$ cat config.mk
export PLATFORM = sky130hd
export DESIGN_NAME = uart_cal_ctrl
export DESIGN_NICKNAME = d
export VERILOG_FILES = /design/src/rtl/uart_cal_ctrl.sv
export SDC_FILE = /design/constraint.sdc
export NUM_CORES = 1
export LEC_CHECK = 0
export CORE_AREA = 2 2 119 207
export CTS_CLUSTER_DIAMETER = 30
export DETAILED_ROUTE_END_ITERATION = 12
export DIE_AREA = 0 0 121 209
export PLACE_DENSITY_LB_ADDON = 0.1
export SLEW_MARGIN = 20
export SYNTH_ARGS = -nofsm -noshare
export SYNTH_HDL_FRONTEND = slang
export SYNTH_SLANG_ARGS = --single-unit
$ cat constraint.sdc
create_clock -name clk -period 7.4 [get_ports clk]
set_clock_uncertainty 0.05 [all_clocks]
set_input_delay 1.85 -clock clk [delete_from_list [all_inputs] [get_ports clk]]
set_output_delay 1.85 -clock clk [all_outputs]
set_load 0.01 [all_outputs]
$ cat src/rtl/uart_cal_ctrl.sv
// uart_cal_ctrl: parses A5/OP/A/B request frames from the UART, runs the 8-bit calculator
// and paces a 5A/STATUS/RES response onto the TX strobe. Optional macro: CAL_CHKSUM_EN.
module uart_cal_ctrl #(
  parameter int unsigned TX_BYTE_CYCLES = 4400,
  parameter int unsigned RX_TIMEOUT     = 100000
) (
  input  logic       clk,
  input  logic       n_rst,
  input  logic [7:0] rx_data,
  input  logic       rx_valid,
  output logic [7:0] tx_data,
  output logic       tx_valid,
  output logic       busy,
  output logic       frame_err
);
  localparam int unsigned TO_W = $clog2(RX_TIMEOUT);
  localparam int unsigned SL_W = $clog2(TX_BYTE_CYCLES);
  localparam logic [TO_W-1:0] TO_LAST = TO_W'(RX_TIMEOUT - 1);
  localparam logic [SL_W-1:0] SL_LAST = SL_W'(TX_BYTE_CYCLES - 1);
`ifdef CAL_CHKSUM_EN
  localparam logic [2:0] N_BYTES = 3'd5;
`else
  localparam logic [2:0] N_BYTES = 3'd4;
`endif

  typedef enum logic [2:0] {
    S_IDLE,
    S_GET_OP,
    S_GET_A,
    S_GET_B,
`ifdef CAL_CHKSUM_EN
    S_GET_CS,
`endif
    S_EXEC,
    S_SEND
  } state_t;

  state_t            state_q, state_d;
  logic [7:0]        op_q, op_d, a_q, a_d, b_q, b_d;
`ifdef CAL_CHKSUM_EN
  logic [7:0]        cs_q, cs_d;
`endif
  logic [15:0]       res_q, res_d;
  logic [7:0]        status_q, status_d;
  logic [TO_W-1:0]   to_cnt_q, to_cnt_d;
  logic [SL_W-1:0]   slot_q, slot_d;
  logic [2:0]        idx_q, idx_d;
  logic [7:0]        tx_data_q, tx_data_d;
  logic              tx_valid_q, tx_valid_d;
  logic              busy_q, busy_d;
  logic              frame_err_q, frame_err_d;
  logic              in_frame;
  logic [15:0]       a16, b16;
  logic [7:0]        resp_byte;

  // idx_q counts bytes already launched, so it selects the next byte to send
  always_comb begin
    resp_byte = 8'h5A;
    case (idx_q)
      3'd1:    resp_byte = status_q;
      3'd2:    resp_byte = res_q[15:8];
      3'd3:    resp_byte = res_q[7:0];
`ifdef CAL_CHKSUM_EN
      3'd4:    resp_byte = status_q ^ res_q[15:8] ^ res_q[7:0];
`endif
      default: resp_byte = 8'h5A;
    endcase
  end

  always_comb begin
    state_d     = state_q;
    op_d        = op_q;
    a_d         = a_q;
    b_d         = b_q;
`ifdef CAL_CHKSUM_EN
    cs_d        = cs_q;
`endif
    res_d       = res_q;
    status_d    = status_q;
    to_cnt_d    = to_cnt_q;
    slot_d      = slot_q;
    idx_d       = idx_q;
    tx_data_d   = tx_data_q;
    tx_valid_d  = 1'b0;
    frame_err_d = 1'b0;
    a16         = {8'h00, a_q};
    b16         = {8'h00, b_q};

    unique case (state_q)
      S_IDLE: begin
        to_cnt_d = '0;
        if (rx_valid && rx_data == 8'hA5) state_d = S_GET_OP;
      end
      S_GET_OP: if (rx_valid) begin op_d = rx_data; state_d = S_GET_A; end
      S_GET_A:  if (rx_valid) begin a_d  = rx_data; state_d = S_GET_B; end
`ifdef CAL_CHKSUM_EN
      S_GET_B:  if (rx_valid) begin b_d  = rx_data; state_d = S_GET_CS; end
      S_GET_CS: if (rx_valid) begin cs_d = rx_data; state_d = S_EXEC; end
`else
      S_GET_B:  if (rx_valid) begin b_d  = rx_data; state_d = S_EXEC; end
`endif
      S_EXEC: begin
        status_d = 8'h00;
        unique case (op_q)
          8'h00:   res_d = a16 + b16;
          8'h01:   res_d = a16 - b16;
          8'h02:   res_d = a16 * b16;
          8'h03:   res_d = {8'h00, a_q & b_q};
          default: begin res_d = '0; status_d = 8'h01; end
        endcase
`ifdef CAL_CHKSUM_EN
        if (cs_q != (op_q ^ a_q ^ b_q)) begin
          res_d    = '0;
          status_d = 8'h02;
        end
`endif
        tx_data_d  = 8'h5A;
        tx_valid_d = 1'b1;
        idx_d      = 3'd1;
        slot_d     = '0;
        state_d    = S_SEND;
      end
      S_SEND: begin
        if (slot_q == SL_LAST) begin
          slot_d = '0;
          if (idx_q == N_BYTES) begin
            state_d = S_IDLE;
          end else begin
            tx_data_d  = resp_byte;
            tx_valid_d = 1'b1;
            idx_d      = idx_q + 3'd1;
          end
        end else begin
          slot_d = slot_q + 1'b1;
        end
      end
      default: state_d = S_IDLE;
    endcase

    // an arriving byte always beats a simultaneous expiry
    if (in_frame) begin
      if (rx_valid) begin
        to_cnt_d = '0;
      end else if (to_cnt_q == TO_LAST) begin
        to_cnt_d    = '0;
        frame_err_d = 1'b1;
        state_d     = S_IDLE;
      end else begin
        to_cnt_d = to_cnt_q + 1'b1;
      end
    end

    busy_d = (state_d != S_IDLE);
  end

`ifdef CAL_CHKSUM_EN
  assign in_frame = (state_q == S_GET_OP) || (state_q == S_GET_A) ||
                    (state_q == S_GET_B)  || (state_q == S_GET_CS);
`else
  assign in_frame = (state_q == S_GET_OP) || (state_q == S_GET_A) || (state_q == S_GET_B);
`endif

  always_ff @(posedge clk or negedge n_rst) begin
    if (!n_rst) begin
      state_q     <= S_IDLE;
      op_q        <= '0;
      a_q         <= '0;
      b_q         <= '0;
`ifdef CAL_CHKSUM_EN
      cs_q        <= '0;
`endif
      res_q       <= '0;
      status_q    <= '0;
      to_cnt_q    <= '0;
      slot_q      <= '0;
      idx_q       <= '0;
      tx_data_q   <= '0;
      tx_valid_q  <= 1'b0;
      busy_q      <= 1'b0;
      frame_err_q <= 1'b0;
    end else begin
      state_q     <= state_d;
      op_q        <= op_d;
      a_q         <= a_d;
      b_q         <= b_d;
`ifdef CAL_CHKSUM_EN
      cs_q        <= cs_d;
`endif
      res_q       <= res_d;
      status_q    <= status_d;
      to_cnt_q    <= to_cnt_d;
      slot_q      <= slot_d;
      idx_q       <= idx_d;
      tx_data_q   <= tx_data_d;
      tx_valid_q  <= tx_valid_d;
      busy_q      <= busy_d;
      frame_err_q <= frame_err_d;
    end
  end

  assign tx_data   = tx_data_q;
  assign tx_valid  = tx_valid_q;
  assign busy      = busy_q;
  assign frame_err = frame_err_q;
endmodule

==> results of run 1 <==
==> kinds of logic after synthesis <==
| kind of cell | count (synthesis) | synth area share |
|---|---|---|
| mux | 29 | 0.04743 |
| xor+xnor | 21 | 0.02631 |
| simple gates | 250 | 0.1874 |
| flops | 88 | 0.3150 |
| compound gates | 176 | 0.1572 |
| fa+ha+maj | 97 | 0.2144 |
| buf+inv | 94 | 0.05226 |
==> metrics by stage <==
step                      hold WS, ps  setup WS (ps)    util  instances  area, um2
after floorplan                 398.2           3273       -        755       6990
after global placement          428.4           2981  0.3160       1064       7503
after detailed placement        421.1           2898  0.3160       1064       7503
after CTS                       436.9           2874  0.3273       1080       7770
after global routing            465.4           2526  0.3273       1080       7770
final                           426.9           2889  0.3273       1080       7770
==> sequential cells by signal, indices dropped and copies added, names as in the netlist, 3 cells and up <==
register	count
tx_data	8
a_q	8
idx_q	3
b_q	8
res_q	16
to_cnt_q	17
state_q	3
slot_q	13
op_q	8
==> cells in the mapped netlist, drive strengths merged, types with 12 or more instances <==
library cell and number:
dfrtp 88, inv 71, nand2 71, o21ai 71, ha 59, nor2 42, and2 41, fa 38
a21oi 24, mux2 23, nand3 19, o31ai 17, xnor2 16, nand2b 14, and3 13, clkbuf 13
nor2b 12
==> per-layer routing <==
metal	part of all wire	vias to the layer above
met5	0	-
met4	0.017	0
met3	0.023	20
met2	0.53	69
met1	0.43	2748
li1	-	2646
==> path summary, 6_finish.rpt <==
kind                                             start                       end  slack (ps)  cells past startpoint
min in group asynchronous                        n_rst     res_q[15]$_DFFE_PN0N_        1390                      1
worst min register to register  tx_data[0]$_DFFE_PN0P_    tx_data[0]$_DFFE_PN0P_         430                      2
worst min-delay path            tx_data[0]$_DFFE_PN0P_    tx_data[0]$_DFFE_PN0P_         430                      2
worst max register to register      a_q[4]$_DFFE_PN0P_     res_q[14]$_DFFE_PN0N_        2890                     14
worst max-delay path                a_q[4]$_DFFE_PN0P_     res_q[14]$_DFFE_PN0N_        2890                     14
max in group asynchronous                        n_rst  to_cnt_q[12]$_DFFE_PN0P_        4790                      2
==> area by class of cell <==
| class | instances | area share |
|---|---|---|
| Clock buffer | 11 | 0.02995 |
| Clock inverter | 5 | 0.004348 |
| Inverter | 72 | 0.03478 |
| Multi-Input combinational cell | 573 | 0.5692 |
| Sequential cell | 88 | 0.2834 |
| Tap cell | 308 | 0.04960 |
| Timing Repair Buffer | 23 | 0.02866 |
==> worst max-delay path, delay by kind of cell (launching register included) <==
kind | cells | cell delay (ps)
buf+inv | 2 | 100
compound gates | 3 | 560
flops | 1 | 500
mux | 1 | 190
fa+ha+maj | 6 | 2710
simple gates | 2 | 280
==> results.ini, run 1 <==
[status]
status=finished, final reports clean

[clock_tree]
holdBufCountCts=0
cts.sinks=88
cts-htree-levels=3
clk_pin_slew_worst_paths_ps=70
cts_buffer_depth=2
cts_buffers=9
post_cts_buffers=0
cts_tree=built
root_buffer=clkbuf_16
ctsResizeCount=0
clk_latency_ps=350

[min_path]
hp-class=reg -> reg

[global_route]
gr-total-overflow=0
grt_first_pass_wirelength_um=31330
met1_usage=0.1928
grt_max_degree=60
busiest_layer=met2
antenna_found_initial=0
first_global_vias=5768
track_usage=0.1573
met3_usage=0.01610
gr-usage-met2=0.2848

[floorplanning]
die_h_um=209
core_area_um2=23740
rows=75
initial_utilization=0.2944
die_area_um2=25290
pin_count=22
die_x_um=121

[route]
routed-via-count=5483
wire_per_inst_um=17.35
routed_wirelength_um=18740
drt_iter0_markers=237
remaining_drc_errors=0
routed_via_density=5.077
first_pass_iters=4
postRouteAntennaNets=0

[placement]
numPortBuffers=21
dp_hpwl_um=14710
gp_congestion=0.8217

[synthesis]
seq_area_frac_synth=0.3150
syn_area_um2=6990
synth-async-reset-ratio=1.000
yosysTopAreaCell=dfrtp_1
yosysTopAreaCellShare=0.3150
synth.avg_cell_area_um2=9.259
ys_ff_latch=88
synth_cell_types=61
syn_nets=863
yosys-top-cells-area=dfrtp_1 (32%), fa_1 (11%), ha_1 (11%), o21ai_0 (4.7%), inv_1 (3.8%)
netlist_instances=755
synth_flop_cell=dfrtp_1
synth_edf_count=0
synth_warnings=0

[timing]
slew_violations=0
max_slew.worst_pin.slew_ps=936.1
final_hold_viol_count=0
fin_crit_sh=0.6097
grt_setup_unrepaired=false
finalCriticalPeriod_ps=4511
slew_headroom=0.3598
setup_viol=0
setup_tns_ps=0
max_freq_mhz=221.7

[setup_path]
crit_top_cell=fa_1
path_cells=ha_1 -> fa_1 -> fa_1 -> fa_1 -> inv_1 -> fa_1 -> inv_1 -> ha_1 -> nor3_1 -> o21ai_0 -> a31oi_1 -> o21ai_0 -> mux2i_1 -> nand2_1
start_kind=flop
slowest_stage=fa_1
worstPathMaxFanout=10
cp_slowest_stage_delay_ps=580
endpoint_kind=flop
required_ps=7580
worst-setup-path-type=reg -> reg
worstPathArrival_ps=4690

[layout]
final_layout_size_suffix_gt1_frac=0.06347
fill_cells=2508
diodes=0
syn_to_final_growth_pct=11.15
most-common-layout-cells=dfrtp_1 (88), nand2_1 (71), inv_1 (71), o21ai_0 (66), ha_1 (59)
multi_input_area_um2=4423
layout.nets=875
final_common_cell=dfrtp_1
final-seq-area_um2=2202

[job]
maxCapViolCount=0

Power of run 1 is left out: the tool's default activity adds up to more than one toggle a clock period on the data nets, which glitch-free logic cannot reach.
==> run 2, diff against run 1 <==
Clock period 7.4 ns to 3.71 ns, I/O delays scaled along.
==> run 2 against run 1 <==
Compared with the run above: the run now ends with setup timing left; worst hold slack improved by 7.1 ps; non-clock buffer count up 71; first-iteration DRC count unchanged; critical path type unchanged; critical path depth unchanged; die area unchanged; final cell count up 6.5%; sequential cell count unchanged; sequential share of layout area is 2.9 points lower.
==> results.ini, run 2 (same netlist as run 1, synthesis figures left out) <==
[setup_path]
endpoint_kind=flop
worstPathArrival_ps=4130  ; -560 ps
cp_slowest_stage_delay_ps=540  ; -40 ps
worstPathMaxFanout=8  ; -2
start_kind=flop
crit_top_cell=fa_1
slowest_stage=fa_1
required_ps=3900  ; -3680 ps
worst-setup-path-type=reg -> reg
path_cells=ha_4 -> fa_1 -> fa_1 -> fa_1 -> inv_1 -> fa_1 -> inv_2 -> ha_4 -> o21a_1 -> o21a_1 -> nand2_1 -> a31oi_1 -> xnor2_1 -> o21ai_1
crit_family=adder cells
crit_buf_inv=2  ; unchanged

[job]
maxCapViolCount=0  ; unchanged

[clock_tree]
cts_buffer_depth=2  ; unchanged
clk_latency_ps=360  ; about the same
holdBufCountCts=0  ; unchanged
cts_tree=built
cts_buffers=9  ; unchanged
clk_pin_slew_worst_paths_ps=70  ; about the same
cts-htree-levels=3  ; unchanged
cts.sinks=88  ; unchanged
root_buffer=clkbuf_16

[route]
routed_via_density=4.946  ; -2.6%
postRouteAntennaNets=0  ; unchanged
wire_per_inst_um=16.93  ; -2.4%
first_pass_iters=4  ; unchanged
routed_wirelength_um=19470  ; +3.9%
routed-via-count=5688  ; +3.7%
drt_iter0_markers=237  ; unchanged
remaining_drc_errors=0  ; unchanged

[global_route]
grt_max_degree=60  ; unchanged
grt_first_pass_wirelength_um=32180  ; +2.7%
track_usage=0.1623  ; +0.005005
gr-total-overflow=0  ; unchanged
antenna_found_initial=0  ; unchanged
gr-usage-met2=0.2978  ; +0.01298
first_global_vias=5982  ; +3.7%
met1_usage=0.1931  ; +0.0003505
met3_usage=0.01910  ; +0.003002
busiest_layer=met2

[timing]
slew_headroom=0.3973  ; +0.03750
slew_violations=0  ; unchanged
setup_tns_ps=-1199  ; -1199 ps
setup_ws_ps=-232.0  ; -3121 ps
max_slew.worst_pin.slew_ps=892.7  ; -43.38 ps
final_hold_viol_count=0  ; unchanged
fin_crit_sh=1.063  ; +0.4529
finalCriticalPeriod_ps=3942  ; -569.4 ps
max_freq_mhz=253.7  ; +14%
setup_viol=9  ; +9
grt_setup_unrepaired=true

[status]
violations=setup timing
status=complete, but fails checks

[layout]
largest_register_ffs=17  ; unchanged
regMostFlops=to_cnt_q
final_cells=1150  ; +6.5%
final_common_cell=dfrtp_1
reg.largest.list=to_cnt_q (17), res_q (16), slot_q (13)
final_layout_size_suffix_gt1_frac=0.2304  ; +0.1669
diodes=0  ; unchanged
most-common-layout-cells=dfrtp_1 (76), nand2_1 (70), buf_4 (68), inv_1 (65), o21ai_0 (54)
syn_to_final_growth_pct=24.43
fill_cells=2423  ; -3.4%
layout.nets=946  ; +8.1%

[min_path]
hp-class=reg -> reg

[floorplanning]
die_area_um2=25290  ; unchanged
core_area_um2=23740  ; unchanged
pin_count=22  ; unchanged
die_h_um=209  ; unchanged
rows=75  ; unchanged
initial_utilization=0.2944  ; unchanged
die_x_um=121  ; unchanged

[placement]
post-place-ws_ps=-312.2  ; -3210 ps
numPortBuffers=21  ; unchanged
gp_congestion=0.8093  ; -1.5%
dp_cells=1127  ; +5.9%
dp_hpwl_um=15370  ; +4.5%

run 2: worst register-to-register path: stages (launching register included):
cell and delay (ps):
dfrtp_2 490, ha_4 200, fa_1 540, fa_1 440, fa_1 490, inv_1 50
fa_1 490, inv_2 50, ha_4 280, o21a_1 110, o21a_1 150, nand2_1 90
a31oi_1 210, xnor2_1 140, o21ai_1 70
run 2: cell type report:
| type | count | area (um2) | share of cell area |
|---|---|---|---|
| Timing Repair Buffer | 94 | 787.0 | 0.09048 |
| Multi-Input combinational cell | 573 | 4768 | 0.5482 |
| Clock inverter | 6 | 43.79 | 0.005035 |
| Sequential cell | 88 | 2217 | 0.2549 |
| Clock buffer | 9 | 225.2 | 0.02589 |
| Tap cell | 308 | 385.4 | 0.04430 |
| Inverter | 72 | 271.5 | 0.03121 |
run 2: worst paths after layout:
path / cells past startpoint / slack (ps) / startpoint / to
max: 14 / -230 / b_q[4]$_DFFE_PN0P_ / res_q[15]$_DFFE_PN0N_
min: 2 / 430 / tx_data[4]$_DFFE_PN0P_ / tx_data[4]$_DFFE_PN0P_
max reg2reg: 14 / -230 / b_q[4]$_DFFE_PN0P_ / res_q[15]$_DFFE_PN0N_
min reg2reg: 2 / 430 / tx_data[4]$_DFFE_PN0P_ / tx_data[4]$_DFFE_PN0P_
max in group asynchronous: 2 / 2240 / n_rst / to_cnt_q[10]$_DFFE_PN0P_
min in group asynchronous: 1 / 620 / n_rst / res_q[13]$_DFFE_PN0N_
run 2: stage by stage:
step	cell area [um2]	hold slack [ps]	utilization
after floorplan	7117	398.2	-
after global placement	8115	423.2	0.3418
after detailed placement	8115	423.5	0.3418
after CTS	8529	443.1	0.3593
after global routing	8698	459.7	0.3664
final	8698	434.0	0.3664
run 2: what timing repair did:
action	CTS	global route
setup endpoints to repair	11	11
gates resized for setup	35	31
setup buffers	4	4
pin swaps	27	26
run 2: layer usage:
metal	routed length, um	vias to the layer above
met5	0	-
met4	361	0
met3	390	18
met2	10580	75
met1	8141	2807
li1	-	2788
Power of run 2 is left out for the same reason.
==> run 3, diff against run 2 <==
Settings changed: CORE_AREA 2 2 119 207 to 8 8 125 213, DIE_AREA 0 0 121 209 to 0 0 133 221.
==> run 3 against run 2 <==
Compared with the run above: the flow still finishes with violations (setup timing); non-clock buffer count is 7 lower; register-to-register slack about the same; sequential share of layout area is 0.38 points higher; worst setup slack improved by 6.4 ps; highest routed layer unchanged; die area is 16% higher; critical path depth stayed put; first-iteration DRC count grew 32%; final cell count fell by 0.52%; core utilization shrank 0.55 points; worst hold slack improved by 3.8 ps; sequential cell count unchanged; largest cell class unchanged; maximum frequency rose by 0.16%.
==> results.ini, run 3 (same netlist as run 1, synthesis figures left out) <==
[floorplanning]
die_x_um=133  ; +9.9%
rows=75  ; unchanged
core_area_um2=23740  ; unchanged
die_h_um=221  ; +5.7%
die_area_um2=29390  ; +16%
initial_utilization=0.2944  ; unchanged
pin_count=22  ; unchanged

[layout]
reg.largest.list=to_cnt_q (17), res_q (16), slot_q (13)
final_common_cell=dfrtp_1
final_cells=1144  ; -0.52%
regMostFlops=to_cnt_q
largest_register_ffs=17  ; unchanged
most-common-layout-cells=dfrtp_1 (77), nand2_1 (70), inv_1 (63), buf_4 (61), o21ai_0 (55)
syn_to_final_growth_pct=22.55
final_layout_size_suffix_gt1_frac=0.2081  ; -0.02227
diodes=0  ; unchanged
layout.nets=939  ; -0.74%

[min_path]
hp-class=reg -> reg
min_from=tx_data[7]$_DFFE_PN0P_

[timing]
max_freq_mhz=254.1  ; +0.16%
setup_viol=9  ; unchanged
slew_violations=0  ; unchanged
setup_tns_ps=-1161  ; +38.38 ps
grt_setup_unrepaired=true
timing.hold.ws_ps=437.8  ; +3.806 ps
max_slew.worst_pin.slew_ps=1016  ; +123.3 ps
fin_crit_sh=1.061  ; -0.001715
slew_headroom=0.3051  ; -0.09219
setup_ws_ps=-225.6  ; +6.362 ps
finalCriticalPeriod_ps=3936  ; -6.362 ps
final_hold_viol_count=0  ; unchanged

[global_route]
gr-total-overflow=0  ; unchanged
track_usage=0.1359  ; -0.02643
first_global_vias=5929  ; -0.89%
antenna_found_initial=1  ; +1
grt_max_degree=89  ; +48%
grt_first_pass_wirelength_um=31610  ; -1.8%

[setup_path]
worstPathMaxFanout=7  ; -1
path_cells=buf_4 -> and2_1 -> fa_1 -> fa_1 -> fa_1 -> ha_1 -> ha_1 -> buf_4 -> and3_1 -> nor2_1 -> o2bb2ai_1 -> a31oi_1 -> xnor2_1 -> o21ai_1
rr_endpoint=res_q[15]$_DFFE_PN0N_
rrSetupSlack_ps=-230  ; about the same
crit_start=b_q[6]$_DFFE_PN0P_
worst-setup-path-type=reg -> reg
start_kind=flop
worstReg2RegStart=b_q[6]$_DFFE_PN0P_
worstPathArrival_ps=4130  ; about the same
endpoint=res_q[15]$_DFFE_PN0N_
cp_slowest_stage_delay_ps=520  ; -20 ps
reg2reg_depth=14  ; unchanged
required_ps=3900  ; about the same
endpoint_kind=flop
slowest_stage=fa_1
crit_top_cell=fa_1

[clock_tree]
cts_buffers=9  ; unchanged
root_buffer=clkbuf_16
cts_buffer_depth=2  ; unchanged
cts_tree=built
cts.sinks=88  ; unchanged
cts-htree-levels=3  ; unchanged
clk_pin_slew_worst_paths_ps=70  ; about the same
clk_latency_ps=360  ; about the same
holdBufCountCts=0  ; unchanged

[status]
violations=setup timing
status=complete, but fails checks

[route]
routed-via-count=5670  ; -0.32%
wire_per_inst_um=17.04  ; +0.64%
postRouteAntennaNets=0  ; unchanged
drt_iter0_markers=312  ; +32%
first_pass_iters=5  ; +1
routed_via_density=4.956  ; +0.21%
routed_wirelength_um=19500  ; +0.12%
remaining_drc_errors=0  ; unchanged

[placement]
gp_congestion=0.8211  ; +1.5%
dp_hpwl_um=15490  ; +0.74%
numPortBuffers=21  ; unchanged
dp_cells=1124  ; -0.27%
post-place-ws_ps=-327.3  ; -15.13 ps

[job]
maxCapViolCount=0  ; unchanged

[run 3: changes by cell type in the layout (fill, tap and decap cells not counted), moves of 3 or more]
cell | previous run | this run
buf_4 | 68 | 61
a211oi_1 | 2 | 5
a211oi_2 | 3 | 0
o21ai_1 | 9 | 12
[run 3: what timing repair did]
action / 4_1_cts / 5_1_grt
gates resized for setup: 31 / 16
pin swaps: 24 / 11
setup endpoints to repair: 11 / 11
setup buffers: 3 / 1
[run 3: routing by layer]
metal,vias up,wire length [um],track usage
met4,0,637,0.06627
met5,-,0,0
met2,76,10380,0.2440
met1,2788,8050,0.1515
met3,37,422,0.02132
li1,2769,-,-
[run 3: how the worst min path moves through the flow]
stage	end	slack [ps]	depth (start not counted)
after CTS	tx_data[5]$_DFFE_PN0P_	440	2
after floorplan	res_q[0]$_DFFE_PN0N_	400	2
after global routing	res_q[4]$_DFFE_PN0N_	470	2
after global placement	res_q[4]$_DFFE_PN0N_	430	2
final	tx_data[7]$_DFFE_PN0P_	440	2
after detailed placement	tx_data[5]$_DFFE_PN0P_	430	2
[run 3: per-stage QoR]
step                cell area, um2  utilization
floorplan                     7117            -
global placement              8105       0.3414
detailed placement            8105       0.3414
CTS                           8511       0.3585
global route                  8567       0.3608
finish                        8567       0.3608
[run 3: worst max-delay path, delay by kind of cell (launching register included)]
kind | cells | cell delay, ps
flops | 1 | 480
xor+xnor | 1 | 170
compound gates | 3 | 300
fa+ha+maj | 5 | 2070
buf+inv | 2 | 330
simple gates | 3 | 420
[run 3: layout make-up]
cell class	count	area [um2]
clock buffer	11	242.7
tap	308	385.4
clock inverter	5	38.79
inverter	72	270.3
multi-input combinational	573	4671
fill	2436	15170
timing repair buffer	87	743.2
sequential	88	2216
Power of run 3 is left out for the same reason.
